File: src/rtl/tick_pkg.sv
// Shared definitions for the tick controller: controller states and default sizing.
package tick_pkg;

    localparam int unsigned DIV_W       = 17;
    localparam int unsigned DEFAULT_DIV = 100000;

    typedef enum logic [1:0] {
        IDLE    = 2'd0,
        RUN     = 2'd1,
        PENDING = 2'd2
    } tick_state_e;

endpackage

File: src/rtl/prescale_counter.sv
// Free-running prescale counter that wraps at load_i-1 and flags the terminal count.
module prescale_counter import tick_pkg::*; #(
    parameter int unsigned WIDTH = DIV_W
) (
    input  logic             clock_i,
    input  logic             reset_ni,
    input  logic             clear_i,
    input  logic             en_i,
    input  logic [WIDTH-1:0] load_i,
    output logic             tc_o
);

    logic [WIDTH-1:0] count_q;
    logic [WIDTH-1:0] count_d;

    // load_i is never zero, so load_i-1 never underflows.
    assign tc_o = en_i && (count_q == (load_i - WIDTH'(1)));

    // Next count: clear dominates, otherwise count up and wrap on terminal count.
    always_comb begin
        count_d = count_q;
        if (clear_i) begin
            count_d = '0;
        end else if (en_i) begin
            count_d = tc_o ? '0 : count_q + WIDTH'(1);
        end
    end

    // Count register.
    always_ff @(posedge clock_i or negedge reset_ni) begin
        if (!reset_ni) begin
            count_q <= '0;
        end else begin
            count_q <= count_d;
        end
    end

endmodule

File: src/rtl/tick_controller.sv
// Clock-enable scheduler: registered tick, 50% div_clock and slow_tick from one clock,
// with a valid/ready port that retunes the divide ratio only on period boundaries.
module tick_controller #(
    parameter int unsigned WIDTH       = tick_pkg::DIV_W,
    parameter int unsigned DEFAULT_DIV = tick_pkg::DEFAULT_DIV,
    parameter int unsigned SLOW_DIV    = 8
) (
    input  logic             clock,
    input  logic             reset,
    input  logic             enable,
    input  logic             cfg_valid,
    input  logic [WIDTH-1:0] cfg_div,
    output logic             cfg_ready,
    output logic             tick,
    output logic             slow_tick,
    output logic             div_clock,
    output logic             busy
);

    import tick_pkg::*;

    localparam int unsigned          SLOW_W    = $clog2(SLOW_DIV);
    localparam logic [SLOW_W-1:0]    SLOW_LAST = SLOW_W'(SLOW_DIV - 1);

    tick_state_e       state_q, state_d;
    logic [WIDTH-1:0]  div_q, div_d;
    logic [WIDTH-1:0]  pend_q, pend_d;
    logic [SLOW_W-1:0] slow_q, slow_d;
    logic              tick_q, tick_d;
    logic              slow_tick_q, slow_tick_d;
    logic              div_clock_q, div_clock_d;

    logic              run;
    logic              stop;
    logic              accept;
    logic              tc;
    logic [WIDTH-1:0]  cfg_clamped;

    assign run         = (state_q != IDLE);
    assign stop        = run && !enable;
    assign cfg_ready   = (state_q != PENDING);
    assign busy        = run;
    assign accept      = cfg_valid && cfg_ready;
    assign cfg_clamped = (cfg_div == '0) ? WIDTH'(1) : cfg_div;

    assign tick        = tick_q;
    assign slow_tick   = slow_tick_q;
    assign div_clock   = div_clock_q;

    // Counter is held at zero in IDLE and cleared on the stop edge, so entry always starts at 0.
    prescale_counter #(
        .WIDTH (WIDTH)
    ) u_cnt (
        .clock_i  (clock),
        .reset_ni (reset),
        .clear_i  (!run || stop),
        .en_i     (run),
        .load_i   (div_q),
        .tc_o     (tc)
    );

    // Next-state, config handling and output decode.
    always_comb begin
        state_d     = state_q;
        div_d       = div_q;
        pend_d      = pend_q;
        slow_d      = slow_q;
        tick_d      = 1'b0;
        slow_tick_d = 1'b0;
        div_clock_d = div_clock_q;

        case (state_q)
            IDLE: begin
                slow_d      = '0;
                div_clock_d = 1'b0;
                if (accept) begin
                    div_d = cfg_clamped;
                end
                if (enable) begin
                    state_d = RUN;
                end
            end

            RUN, PENDING: begin
                if (stop) begin
                    // Stop beats terminal count; any waiting ratio lands directly.
                    state_d     = IDLE;
                    slow_d      = '0;
                    div_clock_d = 1'b0;
                    if (state_q == PENDING) begin
                        div_d = pend_q;
                    end else if (accept) begin
                        div_d = cfg_clamped;
                    end
                end else begin
                    if (tc) begin
                        tick_d      = 1'b1;
                        div_clock_d = ~div_clock_q;
                        if (slow_q == SLOW_LAST) begin
                            slow_d      = '0;
                            slow_tick_d = 1'b1;
                        end else begin
                            slow_d = slow_q + SLOW_W'(1);
                        end
                        if (state_q == PENDING) begin
                            div_d   = pend_q;
                            state_d = RUN;
                        end
                    end
                    // Only reachable from RUN since cfg_ready is low in PENDING.
                    if (accept) begin
                        pend_d  = cfg_clamped;
                        state_d = PENDING;
                    end
                end
            end

            default: begin
                state_d = IDLE;
            end
        endcase
    end

    // State and output registers.
    always_ff @(posedge clock or negedge reset) begin
        if (!reset) begin
            state_q     <= IDLE;
            div_q       <= WIDTH'(DEFAULT_DIV);
            pend_q      <= '0;
            slow_q      <= '0;
            tick_q      <= 1'b0;
            slow_tick_q <= 1'b0;
            div_clock_q <= 1'b0;
        end else begin
            state_q     <= state_d;
            div_q       <= div_d;
            pend_q      <= pend_d;
            slow_q      <= slow_d;
            tick_q      <= tick_d;
            slow_tick_q <= slow_tick_d;
            div_clock_q <= div_clock_d;
        end
    end

endmodule
File: config.mk
export PLATFORM = sky130hd
export DESIGN_NAME = tick_controller
export DESIGN_NICKNAME = d
export VERILOG_FILES = /design/src/rtl/tick_pkg.sv /design/src/rtl/prescale_counter.sv /design/src/rtl/tick_controller.sv
export SDC_FILE = /design/constraint.sdc
export NUM_CORES = 1
export LEC_CHECK = 0
export CORE_MARGIN = 1.5
export CORE_UTILIZATION = 40
export CTS_CLUSTER_SIZE = 28
export DETAILED_ROUTE_END_ITERATION = 8
export GPL_ROUTABILITY_DRIVEN = 1
export PLACE_DENSITY = 0.72
export SETUP_SLACK_MARGIN = 0.05
export SYNTH_ARGS = -nofsm -noshare
export SYNTH_HDL_FRONTEND = slang
export SYNTH_SLANG_ARGS = --single-unit
File: constraint.sdc
create_clock -name clock -period 3.12 [get_ports clock]
set_input_delay 0.936 -clock clock [delete_from_list [all_inputs] [get_ports clock]]
set_output_delay 0.936 -clock clock [all_outputs]
set_load 0.02 [all_outputs]
==> results.py, run 1 <==
metrics = {
    "timing": {
        "final_hold_viol_count": 0,
        "fmax_mhz": 343,
        "grt_setup_unrepaired": "false",
        "maxSlewViolCount": 0,
        "period_needed_ns": 2.92,
        "timing.final.crit_share_pct": 93.5,
        "worst_slew_pin_slew_ns": 0.724,
        "setup-violations-final": 0,
        "finClkSkew_ns": 0.0189,
        "maxSlewHeadroom_pct": 51.7,
        "fin_setup_tns_ns": 0,
        "hold_ws_ns": 0.484,
    },
    "layout": {
        "seqCellArea_sq_mm": 0.00148,
        "nFillCells": 790,
        "area_growth_pct": 16.7,
        "nets": 447,
        "drive_above_1_share_pct": 16.3,
        "fin_cells": 531,
        "antenna_cells": 0,
        "multi_input_area_sq_mm": 0.00198,
    },
    "clock_tree": {
        "cts_buffer_depth": 2,
        "postCtsHoldBufs": 0,
        "clk_pin_slew_ns": 0.06,
        "cts_sinks": 59,
        "cts_buffers": 9,
        "postCtsSetupRepairBufs": 0,
        "cts_tree": "built",
        "insertion_delay_ns": 0.35,
        "h-tree-depth": 3,
        "root_buffer": "clkbuf_8",
    },
    "logic_synthesis": {
        "synth_edf_count": 0,
        "synthArstFlopShare_pct": 100,
        "synth_top_area_cell": "dfrtp_1",
        "synth_compound_area_share_pct": 14.7,
        "synth.avg_cell_area_sq_um": 9.47,
        "synth_top_area_share_pct": 36.0,
        "synth-simple-area-share_pct": 23.0,
        "synth_top_family_by_area": "simple AND/OR/NAND/NOR gates",
        "syn_nets": 418,
        "ys_warn_count": 0,
        "syn-cell-area_sq_mm": 0.00368,
        "yosysMostFrequentCell": "dfrtp_1",
        "synth-seq-area-share_pct": 40.3,
        "synthMuxAreaShare_pct": 5.43,
        "synthFlopType": "dfrtp_1",
        "synth_cell_types": 60,
        "synth_top_cells_by_count": "dfrtp_1 (53), a21oi_1 (30), inv_1 (27)",
        "ys_seq_elements": 59,
        "synth_adder_area_share_pct": 2.72,
        "syn_inst": 389,
        "yosys-top-cells-area": "dfrtp_1 (36%), mux2_2 (4.9%), xnor2_1 (4.8%), dfstp_2 (4.3%), a21oi_1 (4.1%)",
        "synth_xor_xnor_area_share_pct": 7.84,
    },
    "setup_path": {
        "rr_endpoint": "div_q[1]",
        "r2r_slack_ns": 0.20,
        "r2r_cells": 8,
        "required_ns": 3.33,
        "worstSetupStartpointType": "register",
        "path_max_fanout": 17,
        "r2r-start": "div_q[0]",
        "crit_type": "reg2reg",
        "end_kind": "register",
        "worstPathArrival_ns": 3.13,
    },
    "detailed_routing": {
        "wirelength_mm": 8.13,
        "drt_pass1_iterations": 6,
        "ant_nets": 0,
        "post_drt_wl_per_cell_microns": 15.3,
        "drt_iter0_drc": 240,
        "vias_per_cell": 5.61,
        "routed-via-count": 2978,
        "drcViolationCount": 1,
    },
    "die": {
        "die_y_microns": 99.0,
        "num_rows": 34,
        "dieArea_sq_mm": 0.00980,
        "initial_core_util_pct": 41.8,
        "io_pins": 26,
        "die_w_microns": 99.0,
        "coreArea_sq_mm": 0.00881,
    },
    "run": {
        "drv_cap": 0,
    },
    "grt": {
        "grt_pass1_vias": 2869,
        "grt_use_met2_pct": 27.4,
        "overflow": 0,
        "antenna_found_initial": 0,
        "grt_most_used_layer": "met2",
        "track_usage_pct": 17.6,
        "grt_pass1_wl_mm": 13.8,
        "grt_start_max_net_pins": 31,
        "grtUsageMet1_pct": 24.2,
        "groute.layer.met3.usage_pct": 3.55,
    },
    "worst_hold_path": {
        "min_to": "div_q[16]",
        "whs_path_depth": 2,
        "min_from": "div_q[16]",
        "min_path_type": "reg2reg",
    },
    "power": {
        "p_per_area_mw_per_mm2": 915,
        "leakage_nw": 1.80,
        "irDropWorstVdd_mv": 0.507,
    },
    "place": {
        "dp_cells": 515,
        "numPortBuffers": 25,
        "place_congestion": 0.930,
        "dp.final_hpwl_mm": 5.90,
    },
    "run_status": {
        "violations": "DRC",
        "status": "finished with violations",
    },
}
==> registers in the layout (all words and copies together), names as in the netlist <==
name,cells
div_clock,1
div_q,17
pend_q,17
slow_q,3
slow_tick,1
state_q,2
tick,1
u_cnt.count_q,17
==> metal layers <==
metal  wire (microns)  up-vias
met5                0        -
met4              121        0
met2             3740       61
met3              335       11
met1             3930     1440
li1                 -     1466
==> final cells by class <==
cell class              count  share of cell area (%)
repair buffers             38                    8.84
flip-flops and latches     59                    34.5
multi-input cells         283                    46.1
inverters                  27                    2.36
well taps                 108                    3.14
clock inverters             5                    1.80
clock buffers              11                    3.29
==> power breakdown <==
group          switching (mW)  internal [mW]  leakage (nW)
logic                    1.02          0.834         0.948
registers               0.267           1.05         0.742
clock network           0.302          0.469         0.109
==> critical path: stages, from the launching register on <==
cell,delay (ns)
dfrtp_1,0.46
or4_1,0.63
or4_1,0.54
a21oi_1,0.18
o32a_1,0.22
and4_4,0.31
a21o_1,0.13
buf_4,0.21
o22ai_1,0.10
==> placed cells by master, fill, tap and decap left out, drive strengths merged, types with 6 or more instances in the layout <==
cell,instances
dfstp,6
ha,8
mux2,16
clkbuf,11
o22ai,17
buf,14
clkdlybuf4s50,24
nor3,9
inv,27
xor2,13
and3,23
nand2,19
nand3,11
xnor2,20
o21ai,7
nor2,33
a21oi,31
nor4,11
dfrtp,53
==> how the worst max path moves through the flow <==
stage	start	slack [ns]	cells past startpoint	end
5_1_grt	div_q[4]	0.07	9	u_cnt.count_q[5]
2_1_floorplan	div_q[0]	0.15	13	u_cnt.count_q[11]
4_1_cts	div_q[0]	0.14	10	u_cnt.count_q[5]
6_report	div_q[0]	0.20	8	div_q[1]
3_5_place_dp	div_q[0]	0.14	10	u_cnt.count_q[5]
3_3_place_gp	div_q[0]	0.28	10	u_cnt.count_q[5]
==> logic make-up (layout without fill, tap and decap cells) <==
kind of cell / after synthesis / in the layout
flops: 59 / 59
buf+inv: 47 / 81
simple gates: 139 / 139
fa+ha+maj: 8 / 8
compound gates: 85 / 85
xor+xnor: 33 / 33
mux: 18 / 18
==> per-stage QoR <==
| step | area (sq um) | setup slack (ns) | power [mW] | utilization, % |
|---|---|---|---|---|
| 4_1_cts | 4300 | 0.138 | 3.93 | 48.8 |
| 3_3_place_gp | 4080 | 0.278 | 3.09 | 46.3 |
| 3_5_place_dp | 4080 | 0.137 | 3.15 | 46.3 |
| 2_1_floorplan | 3680 | 0.149 | 2.65 | - |
| 6_report | 4300 | 0.204 | 3.93 | 48.8 |
| 5_1_grt | 4300 | 0.0673 | 4.21 | 48.8 |
==> what timing repair did <==
item                                   in CTS  in global routing
gates resized for setup                     0                  2
endpoints found under the hold margin       0                  0
setup endpoints to repair                   0                 33
Note: power is estimated with default switching activity, not from simulation.
==> inputs of run 2 (changes only) <==
--- a/config.mk
+++ b/config.mk
@@ -5,7 +5,7 @@
 export SDC_FILE = /design/constraint.sdc
 export NUM_CORES = 1
 export LEC_CHECK = 0
-export CORE_MARGIN = 1.5
+export CORE_MARGIN = 3
 export CORE_UTILIZATION = 40
 export CTS_CLUSTER_SIZE = 28
 export DETAILED_ROUTE_END_ITERATION = 8
==> run 2 against run 1 <==
Against the previous run: the run now ends clean; combinational power barely moved; wire length shrank 0.39%; non-clock buffer count did not move; critical endpoint is now div_q[3].
==> results.py, run 2 (same netlist as run 1, synthesis figures left out) <==
metrics = {
    "setup_path": {
        "required_ns": 3.34,
        "r2r-start": "div_q[0]",
        "r2r_slack_ns": 0.21,
        "cpMostUsedCell": "or4_1",
        "rr_endpoint": "div_q[3]",
        "path_max_fanout": 17,
        "path_cells": "or4_1, or4_1, a21oi_1, o32a_1, and4_4, a21o_1, buf_4, o22ai_1",
        "cp_slowest_cell": "or4_1",
        "r2r_cells": 8,
        "slowest_delay_ns": 0.61,
        "worstPathArrival_ns": 3.13,
        "end_kind": "register",
        "worstSetupStartpointType": "register",
        "crit_type": "reg2reg",
    },
    "power": {
        "p_per_area_mw_per_mm2": 913,
        "pwr-share-clk_pct": 19.8,
        "combPwrFrac_pct": 46.8,
        "internal-power_mw": 2.35,
        "share_seq_of_total_power_pct": 33.4,
        "irDropWorstVdd_mv": 0.452,
        "swShare_pct": 40.2,
        "leakage_nw": 1.80,
        "switchingPower_mw": 1.58,
    },
    "die": {
        "coreArea_sq_mm": 0.00885,
        "initial_core_util_pct": 41.6,
        "die_y_microns": 102,
        "num_rows": 34,
        "dieArea_sq_mm": 0.0104,
        "io_pins": 26,
        "die_w_microns": 102,
    },
    "layout": {
        "drive_above_1_share_pct": 17.0,
        "largestRegisters": "div_q: 17 flops, pend_q: 17 flops, u_cnt.count_q: 17 flops",
        "antenna_cells": 0,
        "final_area_sq_mm": 0.00431,
        "final_common_cell": "dfrtp_1",
        "layout_common_cells": "dfrtp_1 (52), a21oi_1 (30), inv_1 (27)",
        "multi_input_area_sq_mm": 0.00199,
        "area_growth_pct": 17.0,
        "nets": 447,
        "fin_util_pct": 48.7,
        "seqCellArea_sq_mm": 0.00149,
        "nFillCells": 819,
        "fin_cells": 531,
    },
    "detailed_routing": {
        "drcViolationCount": 0,
        "vias_per_cell": 5.56,
        "wirelength_mm": 8.09,
        "post_drt_wl_per_cell_microns": 15.2,
        "ant_nets": 0,
        "routed-via-count": 2955,
        "drt_pass1_iterations": 4,
        "drt_iter0_drc": 143,
    },
    "place": {
        "dp.final_hpwl_mm": 5.97,
        "place_congestion": 0.945,
        "numPortBuffers": 25,
        "placed_cell_area_sq_mm": 0.00408,
        "post-place-ws_ns": 0.172,
        "dp_cells": 515,
    },
    "grt": {
        "antenna_found_initial": 0,
        "track_usage_pct": 16.9,
        "overflow": 0,
        "grt_pass1_vias": 2885,
        "grt_start_max_net_pins": 32,
        "grt_pass1_wl_mm": 13.9,
    },
    "run_status": {
        "status": "finished, final reports clean",
    },
    "timing": {
        "final.setup.worst_slack_ns": 0.211,
        "timing.final.crit_share_pct": 93.3,
        "maxSlewHeadroom_pct": 53.9,
        "period_needed_ns": 2.91,
        "worst_slew_pin_slew_ns": 0.691,
        "maxSlewViolCount": 0,
        "finClkSkew_ns": 0.0122,
        "fmax_mhz": 344,
        "grt_setup_unrepaired": "false",
        "final_hold_viol_count": 0,
        "setup-violations-final": 0,
        "fin_setup_tns_ns": 0,
    },
    "worst_hold_path": {
        "min_path_type": "reg2reg",
        "whs_path_depth": 2,
        "min_from": "div_q[16]",
        "min_to": "div_q[16]",
    },
    "clock_tree": {
        "h-tree-depth": 3,
        "cts_tree": "built",
        "cts_buffers": 9,
        "cts_sinks": 59,
        "root_buffer": "clkbuf_8",
        "postCtsSetupRepairBufs": 0,
        "cts_buffer_depth": 2,
        "insertion_delay_ns": 0.35,
        "clk_pin_slew_ns": 0.07,
    },
    "run": {
        "drv_cap": 0,
    },
}
==> run 2: repair_timing <==
item,in CTS,in global routing
endpoints found under the setup margin,0,34
hold buffers,0,0
gates resized for setup,0,4
==> run 2: worst max path at each step <==
stage	from	to	slack [ns]	cells after the start
finish	div_q[0]	div_q[3]	0.21	8
global route	div_q[0]	div_q[4]	0.11	8
CTS	div_q[0]	u_cnt.count_q[7]	0.16	10
detailed placement	div_q[0]	u_cnt.count_q[2]	0.17	10
global placement	enable	pend_q[5]	0.28	7
floorplan	div_q[0]	u_cnt.count_q[11]	0.15	13
==> run 2: critical path: cells and delay by family, from the launching register on <==
family / cells / cell delay [ns]
AO/OA/AOI/OAI: 4 / 0.65
buffers and inverters: 1 / 0.21
flip-flops: 1 / 0.46
AND/OR/NAND/NOR: 3 / 1.46
==> run 2: routing by layer <==
metal | track usage, % | up-vias | part of all wire, %
met3 | 3.69 | 16 | 3.7
li1 | - | 1466 | -
met4 | 6.66 | 0 | 2.1
met2 | 25.1 | 60 | 44
met5 | 0 | - | 0
met1 | 23.9 | 1413 | 50
==> run 2: power by group through the flow <==
stage / clock network [mW] / registers [mW] / logic [mW]
after floorplan: 0 / 1.22 / 1.43
after global placement: 0 / 1.31 / 1.78
after CTS: 0.800 / 1.31 / 1.83
after detailed placement: 0 / 1.32 / 1.82
after global routing: 0.829 / 1.36 / 2.05
final: 0.780 / 1.31 / 1.84
==> run 2: stage by stage <==
step,power (mW),hold WS [ns]
6_report,3.94,0.476
5_1_grt,4.24,0.515
4_1_cts,3.94,0.479
3_5_place_dp,3.15,0.467
3_3_place_gp,3.09,0.465
2_1_floorplan,2.65,0.452
==> run 2: final cells by class <==
class	count	share of cell area [%]
clock buffers	11	3.28
clock inverters	5	1.80
inverters	27	2.35
multi-input cells	283	46.2
flip-flops and latches	59	34.5
well taps	108	3.13
repair buffers	38	8.82
